==> src/rtl/tt_um_brs_logic_seq_if.sv <==
// Pin bundle for the conditional XOR/AND sequencer tile.
// The master side drives the input pins; the slave side is the tile itself.
interface tt_um_brs_logic_seq_if;
   logic [7:0] ui_in;
   logic [7:0] uio_in;
   logic       ena;
   logic [7:0] uo_out;
   logic [7:0] uio_out;
   logic [7:0] uio_oe;

   modport master (
      output ui_in, uio_in, ena,
      input  uo_out, uio_out, uio_oe
   );

   modport slave (
      input  ui_in, uio_in, ena,
      output uo_out, uio_out, uio_oe
   );
endinterface

==> src/rtl/tt_um_brs_logic_seq.sv <==
// Sequencer for the conditional XOR/AND logic unit.
// A and B load over one shared bus; a start command runs acc <= f(acc, b_work)
// N times back-to-back, where f is XOR when acc[7]=0 and AND when acc[7]=1.
// Control pins are level inputs; only their rising edges are acted on.
module tt_um_brs_logic_seq #(
   parameter int ROT_B = 1,
   parameter int CNT_W = 4
) (
   input  logic                  clk,
   input  logic                  rst_n,
   tt_um_brs_logic_seq_if.slave  bus
);

   typedef enum logic [1:0] {
      ST_IDLE = 2'd0,
      ST_RUN  = 2'd1,
      ST_DONE = 2'd2
   } state_t;

   localparam logic [CNT_W-1:0] CNT_ONE  = CNT_W'(1);
   localparam logic [CNT_W-1:0] CNT_ZERO = CNT_W'(0);

   // Mode follows the accumulator MSB of the current iteration.
   function automatic logic [7:0] logic_unit(input logic [7:0] acc, input logic [7:0] b);
      return acc[7] ? (acc & b) : (acc ^ b);
   endfunction

   function automatic logic [7:0] rotl1(input logic [7:0] v);
      return {v[6:0], v[7]};
   endfunction

   state_t           state_r, state_n;
   logic [7:0]       a_r, a_n;
   logic [7:0]       b_r, b_n;
   logic [7:0]       b_work_r, b_work_n;
   logic [7:0]       acc_r, acc_n;
   logic [CNT_W-1:0] cnt_r, cnt_n;
   logic             busy_r, busy_n;
   logic             done_r, done_n;
   logic             last_and_r, last_and_n;
   logic [3:0]       prev_ctl_r;
   logic [3:0]       ev_s;
   logic             unused_s;

   // Rising edges of ld_a, ld_b, start, clr.
   assign ev_s     = bus.uio_in[3:0] & ~prev_ctl_r;
   assign unused_s = ^{bus.ena, bus.uio_in[7:4]};

   // Next-state and datapath: clr beats start beats ld_a beats ld_b; only one acts.
   always_comb begin
      state_n    = state_r;
      a_n        = a_r;
      b_n        = b_r;
      b_work_n   = b_work_r;
      acc_n      = acc_r;
      cnt_n      = cnt_r;
      busy_n     = busy_r;
      done_n     = done_r;
      last_and_n = last_and_r;
      if (ev_s[3]) begin
         // Operand registers survive a clear.
         state_n    = ST_IDLE;
         acc_n      = 8'h00;
         cnt_n      = CNT_ZERO;
         busy_n     = 1'b0;
         done_n     = 1'b0;
         last_and_n = 1'b0;
      end else begin
         case (state_r)
            ST_IDLE, ST_DONE: begin
               if (ev_s[2]) begin
                  acc_n    = a_r;
                  b_work_n = b_r;
                  cnt_n    = bus.ui_in[CNT_W-1:0];
                  if (bus.ui_in[CNT_W-1:0] == CNT_ZERO) begin
                     // Zero iterations: result is A, reported one clock after start.
                     state_n = ST_DONE;
                     busy_n  = 1'b0;
                     done_n  = 1'b1;
                  end else begin
                     state_n = ST_RUN;
                     busy_n  = 1'b1;
                     done_n  = 1'b0;
                  end
               end else if (ev_s[0]) begin
                  a_n     = bus.ui_in;
                  done_n  = 1'b0;
                  state_n = ST_IDLE;
               end else if (ev_s[1]) begin
                  b_n     = bus.ui_in;
                  done_n  = 1'b0;
                  state_n = ST_IDLE;
               end else begin
                  state_n = state_r;
               end
            end
            ST_RUN: begin
               // Loads and start are deliberately ignored while iterating.
               acc_n      = logic_unit(acc_r, b_work_r);
               last_and_n = acc_r[7];
               if (ROT_B != 0) begin
                  b_work_n = rotl1(b_work_r);
               end else begin
                  b_work_n = b_work_r;
               end
               cnt_n = cnt_r - CNT_ONE;
               if (cnt_r == CNT_ONE) begin
                  state_n = ST_DONE;
                  busy_n  = 1'b0;
                  done_n  = 1'b1;
               end else begin
                  state_n = ST_RUN;
               end
            end
            default: begin
               state_n = ST_IDLE;
               busy_n  = 1'b0;
               done_n  = 1'b0;
            end
         endcase
      end
   end

   // State, datapath and edge-detect registers; prev_ctl resets high so held strobes are not edges.
   always_ff @(posedge clk or negedge rst_n) begin
      if (!rst_n) begin
         state_r    <= ST_IDLE;
         a_r        <= 8'h00;
         b_r        <= 8'h00;
         b_work_r   <= 8'h00;
         acc_r      <= 8'h00;
         cnt_r      <= CNT_ZERO;
         busy_r     <= 1'b0;
         done_r     <= 1'b0;
         last_and_r <= 1'b0;
         prev_ctl_r <= 4'hF;
      end else begin
         state_r    <= state_n;
         a_r        <= a_n;
         b_r        <= b_n;
         b_work_r   <= b_work_n;
         acc_r      <= acc_n;
         cnt_r      <= cnt_n;
         busy_r     <= busy_n;
         done_r     <= done_n;
         last_and_r <= last_and_n;
         prev_ctl_r <= bus.uio_in[3:0];
      end
   end

   assign bus.uo_out  = acc_r;
   assign bus.uio_out = {1'b0, last_and_r, done_r, busy_r, 4'b0000};
   assign bus.uio_oe  = 8'hF0;

endmodule
==> src/flat_wrapper.sv <==
// flat-port wrapper written by rule: the top's interface ports become plain ports
module tt_um_brs_logic_seq_flat 
#(
   parameter int ROT_B = 1,
   parameter int CNT_W = 4
)
  (clk, rst_n, bus_ui_in, bus_uio_in, bus_ena, bus_uo_out, bus_uio_out, bus_uio_oe);
  tt_um_brs_logic_seq_if bus_i ();
  input  logic clk;
  input  logic rst_n;
  input wire logic [$bits(bus_i.ui_in)-1:0] bus_ui_in;
  input wire logic [$bits(bus_i.uio_in)-1:0] bus_uio_in;
  input wire logic [$bits(bus_i.ena)-1:0] bus_ena;
  output wire logic [$bits(bus_i.uo_out)-1:0] bus_uo_out;
  output wire logic [$bits(bus_i.uio_out)-1:0] bus_uio_out;
  output wire logic [$bits(bus_i.uio_oe)-1:0] bus_uio_oe;
  assign bus_i.ui_in = bus_ui_in;
  assign bus_i.uio_in = bus_uio_in;
  assign bus_i.ena = bus_ena;
  assign bus_uo_out = bus_i.uo_out;
  assign bus_uio_out = bus_i.uio_out;
  assign bus_uio_oe = bus_i.uio_oe;
  tt_um_brs_logic_seq #(.ROT_B(ROT_B), .CNT_W(CNT_W)) u_core (.clk(clk), .rst_n(rst_n), .bus(bus_i));
endmodule
==> config.mk <==
export PLATFORM = sky130hd
export DESIGN_NAME = tt_um_brs_logic_seq_flat
export DESIGN_NICKNAME = d
export VERILOG_FILES = /design/src/rtl/tt_um_brs_logic_seq_if.sv /design/src/rtl/tt_um_brs_logic_seq.sv /design/src/flat_wrapper.sv
export SDC_FILE = /design/constraint.sdc
export NUM_CORES = 1
export LEC_CHECK = 0
export BUFFER_PORTS_ARGS = -buffer_cell sky130_fd_sc_hd__clkbuf_2
export CORE_ASPECT_RATIO = 2
export CORE_MARGIN = 10
export CORE_UTILIZATION = 24
export DETAILED_ROUTE_END_ITERATION = 8
export PLACE_DENSITY_LB_ADDON = 0.05
export SYNTH_ARGS = -nofsm -noshare
export SYNTH_HDL_FRONTEND = slang
export SYNTH_SLANG_ARGS = --single-unit
==> constraint.sdc <==
create_clock -name clk -period 1.9 [get_ports clk]
set_input_delay 0.38 -clock clk [delete_from_list [all_inputs] [get_ports clk]]
set_output_delay 0.38 -clock clk [all_outputs]
set_load 0.05 [all_outputs]
==> reports/summary.md <==
The run gives 9860 um as the wire length of the first global-routing pass. Sequential cells burn 37.3% of the power. The internal power of the cells totals 0.00260 W. The total wire length after detailed routing was 6080 um; the required time at the worst-slack endpoint was 2.08 ns. TritonCTS built the clock tree. After synthesis, the share of flip-flops with an asynchronous set or reset is 100%. The run gives 0.00444 W as the total power of the final layout. The number of top-level design ports is 43. Counting distinct cell types in the post-synthesis netlist gives 37.

The analysis attributes to net switching a power of 0.00184 W. The clock-pin slew reported for the worst setup and hold paths after clock tree synthesis came out at 0.07 ns. In this run the deepest clock path goes through 2 buffers. Data on the critical path arrives at its endpoint at 1.97 ns.

Of the total power, the share spent switching nets is 41.5%. The sequential cell area fraction in the yosys report was 48.7%; the placer congestion estimate was 0.720. Source-to-sink clock delay at the later pin of the worst-skew pair: 0.29 ns. The chip width is 89.6 um, and the number of optimization iterations in the first detailed-route pass is 3. Compared with the post-synthesis result, the final layout area differs by 16.9%.

For this run, design rule violations remaining after detail routing come to 0. The worst-path maximum fanout is 8. For the initial antenna violation count, the log shows 0. After filler insertion, the fill cell instance count of the layout stands at 999.

Highest clock frequency the design can meet: 0.558 GHz. Max-cap violations in this run came to 0. For this run the aggregate overflow at the end of global routing stands at 0. The count of input and output buffers works out to 24.

The count of pins over their slew limit came out at 0. For the total negative setup slack, the log shows 0 ns. Of the cells placed in the final design, the portion with a size suffix greater than 1 is 29.5%.

The final critical-path required period came out at 1.79 ns. The H-tree was split into 2 levels. The average detailed-routed wire length per instance was 18.0 um. Maximum vdd drop: 655 uV. Entering global routing, the biggest net connects 46 pins. After synthesis, the mean cell area works out to 11.5 um2.

Number of CTS-inserted buffers: 5. The repair_antennas step left the layout with diodes totalling 0. The floorplan step set the die height to 159 um. The run gives 65 as the number of design-rule violations left by the first detailed-router iteration.

Setup violations remaining at the end of the flow were counted as 0. The mapped netlist covers 0.00232 mm2. The share of total power dissipated in the clock network is 19.5%. In this run the worst hold path is classified as in2async.

Setup repair after global routing left no endpoint under its margin. In the layout the commonest cells are sky130_fd_sc_hd__dfrtp_1 (41), sky130_fd_sc_hd__clkbuf_2 (24), sky130_fd_sc_hd__a211oi_1 (18). The tools report the library cell used as clock root buffer as sky130_fd_sc_hd__clkbuf_16. The endpoint type of the worst setup path is a flip-flop. Cells fill 28.9% of the core in the end. The fraction of the cycle the final worst path needs works out to 94.3%. The run gives 43.2% as the combinational share of power. The core region is 0.00938 mm2. The number of hold violations in the final report is 0. Floorplan die area: 0.0142 mm2. Layout net count: 261. Detailed placement ended at an HPWL of 4430 um. The tools report the via count of the first global-routing pass as 1751.

The total of hold buffers inserted after clock tree synthesis is 0, and the path depth of the worst reg2reg path is 5. After detailed routing, the number of vias per cell comes to 4.65. The initial utilization of the core area, before any placement, comes to 24.7%. The run finished with clean final reports. The final route contains 1571 vias. The areal power density over the cells is 1640 mW/mm2. The classification of the worst setup path is reg2reg. The leading register cell type out of synthesis is sky130_fd_sc_hd__dfrtp_1.

In this run the remaining antenna-violating nets after routing total 0. The kind of launch point of the worst setup path was a flip-flop. For this run, the total global-route usage over all layers was measured as 9.34%. The Yosys step of the flow raised 0 warnings. The most common cell after layout, fill and taps aside was sky130_fd_sc_hd__dfrtp_1.

Counting every sink on the clock net gives 45. After clock tree synthesis, the setup repair step added 0 buffers. Cell count after synthesis: 202. Gates resized during post-CTS repair numbered 0. For this design the static power due to leakage is 1.24 nW.

Between clock sinks in the finished design, the worst skew comes to 0.00639 ns. Counting flops with a built-in enable in the synthesized netlist gives 0. The flop and latch count out of synthesis is 45, and the number of rows in the core area is 50.
==> layer usage <==
layer | routed length, um | global-route usage, % | vias up
met5 | 0 | 0 | -
met4 | 144 | 4.66 | 0
met3 | 207 | 1.89 | 9
met2 | 3410 | 16.7 | 30
met1 | 2320 | 9.66 | 776
li1 | - | - | 756
==> through the flow <==
stage / setup WS [ns] / cell area (um2) / hold WS, ns / std cells
final: 0.109 / 2710 / 0.0614 / 338
after global routing: 0.0336 / 2710 / 0.0804 / 338
after CTS: 0.0798 / 2710 / 0.0756 / 338
after detailed placement: 0.0304 / 2570 / 0.397 / 330
after global placement: 0.0430 / 2570 / 0.397 / 330
after floorplan: 0.209 / 2360 / 0.0844 / 213
==> synth_stat cells (all sizes together) (4+ instances only) <==
| cell type | instances | area share [%] |
|---|---|---|
| o21ai | 11 | 2.4 |
| clkbuf | 4 | 0.65 |
| dfstp | 4 | 4.5 |
| ha | 9 | 4.8 |
| a21oi | 5 | 1.1 |
| buf | 21 | 6.6 |
| dfrtp | 41 | 44 |
| nor2 | 9 | 2.2 |
| a211oi | 19 | 6.4 |
| nor2b | 9 | 2.4 |
| mux2i | 16 | 6.9 |
| mux2 | 16 | 7.8 |
| nand2 | 13 | 2.1 |
==> worst paths after layout <==
check	from	slack, ns	endpoint
max in group asynchronous	rst_n	1.54	u_core.prev_ctl_r[0]
setup reg to reg	u_core.prev_ctl_r[3]	0.11	u_core.a_r[3]
hold reg to reg	u_core.done_r	0.48	u_core.done_r
setup / recovery	u_core.prev_ctl_r[3]	0.11	u_core.a_r[3]
min in group clk	bus_uio_in[3]	0.18	u_core.prev_ctl_r[3]
hold / removal	rst_n	0.06	u_core.cnt_r[3]
==> worst max-delay path: stages (launching register included) <==
cell,delay (ns)
sky130_fd_sc_hd__dfstp_2,0.51
sky130_fd_sc_hd__nor2b_1,0.04
sky130_fd_sc_hd__buf_4,0.14
sky130_fd_sc_hd__or3_4,0.40
sky130_fd_sc_hd__nor2_8,0.22
sky130_fd_sc_hd__mux2_2,0.36
==> power groups by stage <==
| stage | sequential (W) | combinational [W] | clock (W) |
|---|---|---|---|
| floorplan | 0.00185 | 0.00129 | 0 |
| global placement | 0.00169 | 0.00195 | 0 |
| detailed placement | 0.00169 | 0.00196 | 0 |
| CTS | 0.00167 | 0.00198 | 0.000910 |
| global route | 0.00172 | 0.00217 | 0.000945 |
| finish | 0.00166 | 0.00192 | 0.000866 |
==> layout make-up <==
type | count | area, um2 | share of cell area [%]
Sequential cell | 45 | 1130 | 41.7
Timing Repair Buffer | 38 | 250 | 9.22
Clock buffer | 6 | 129 | 4.75
Multi-Input combinational cell | 140 | 1050 | 38.8
Clock inverter | 2 | 10.0 | 0.369
Inverter | 3 | 11.3 | 0.415
Tap cell | 104 | 130 | 4.79
==> sequential cells by signal, indices dropped and copies added (netlist names) <==
name / count
u_core.a_r: 8
u_core.b_r: 8
u_core.b_work_r: 8
u_core.bus.uo_out: 8
u_core.cnt_r: 4
u_core.prev_ctl_r: 4
u_core.state_r: 2
u_core.busy_r: 1
u_core.done_r: 1
u_core.last_and_r: 1
==> cell families after synthesis <==
family | share of synthesized area [%]
and+or+nand+nor | 11.0
AOI/OAI and AO/OA | 12.7
muxes | 14.7
DFF | 48.7
other | 0.323
adders and majority gates | 4.85
buffers and inverters | 7.76
No activity file was read; power rests on OpenSTA's default activity.
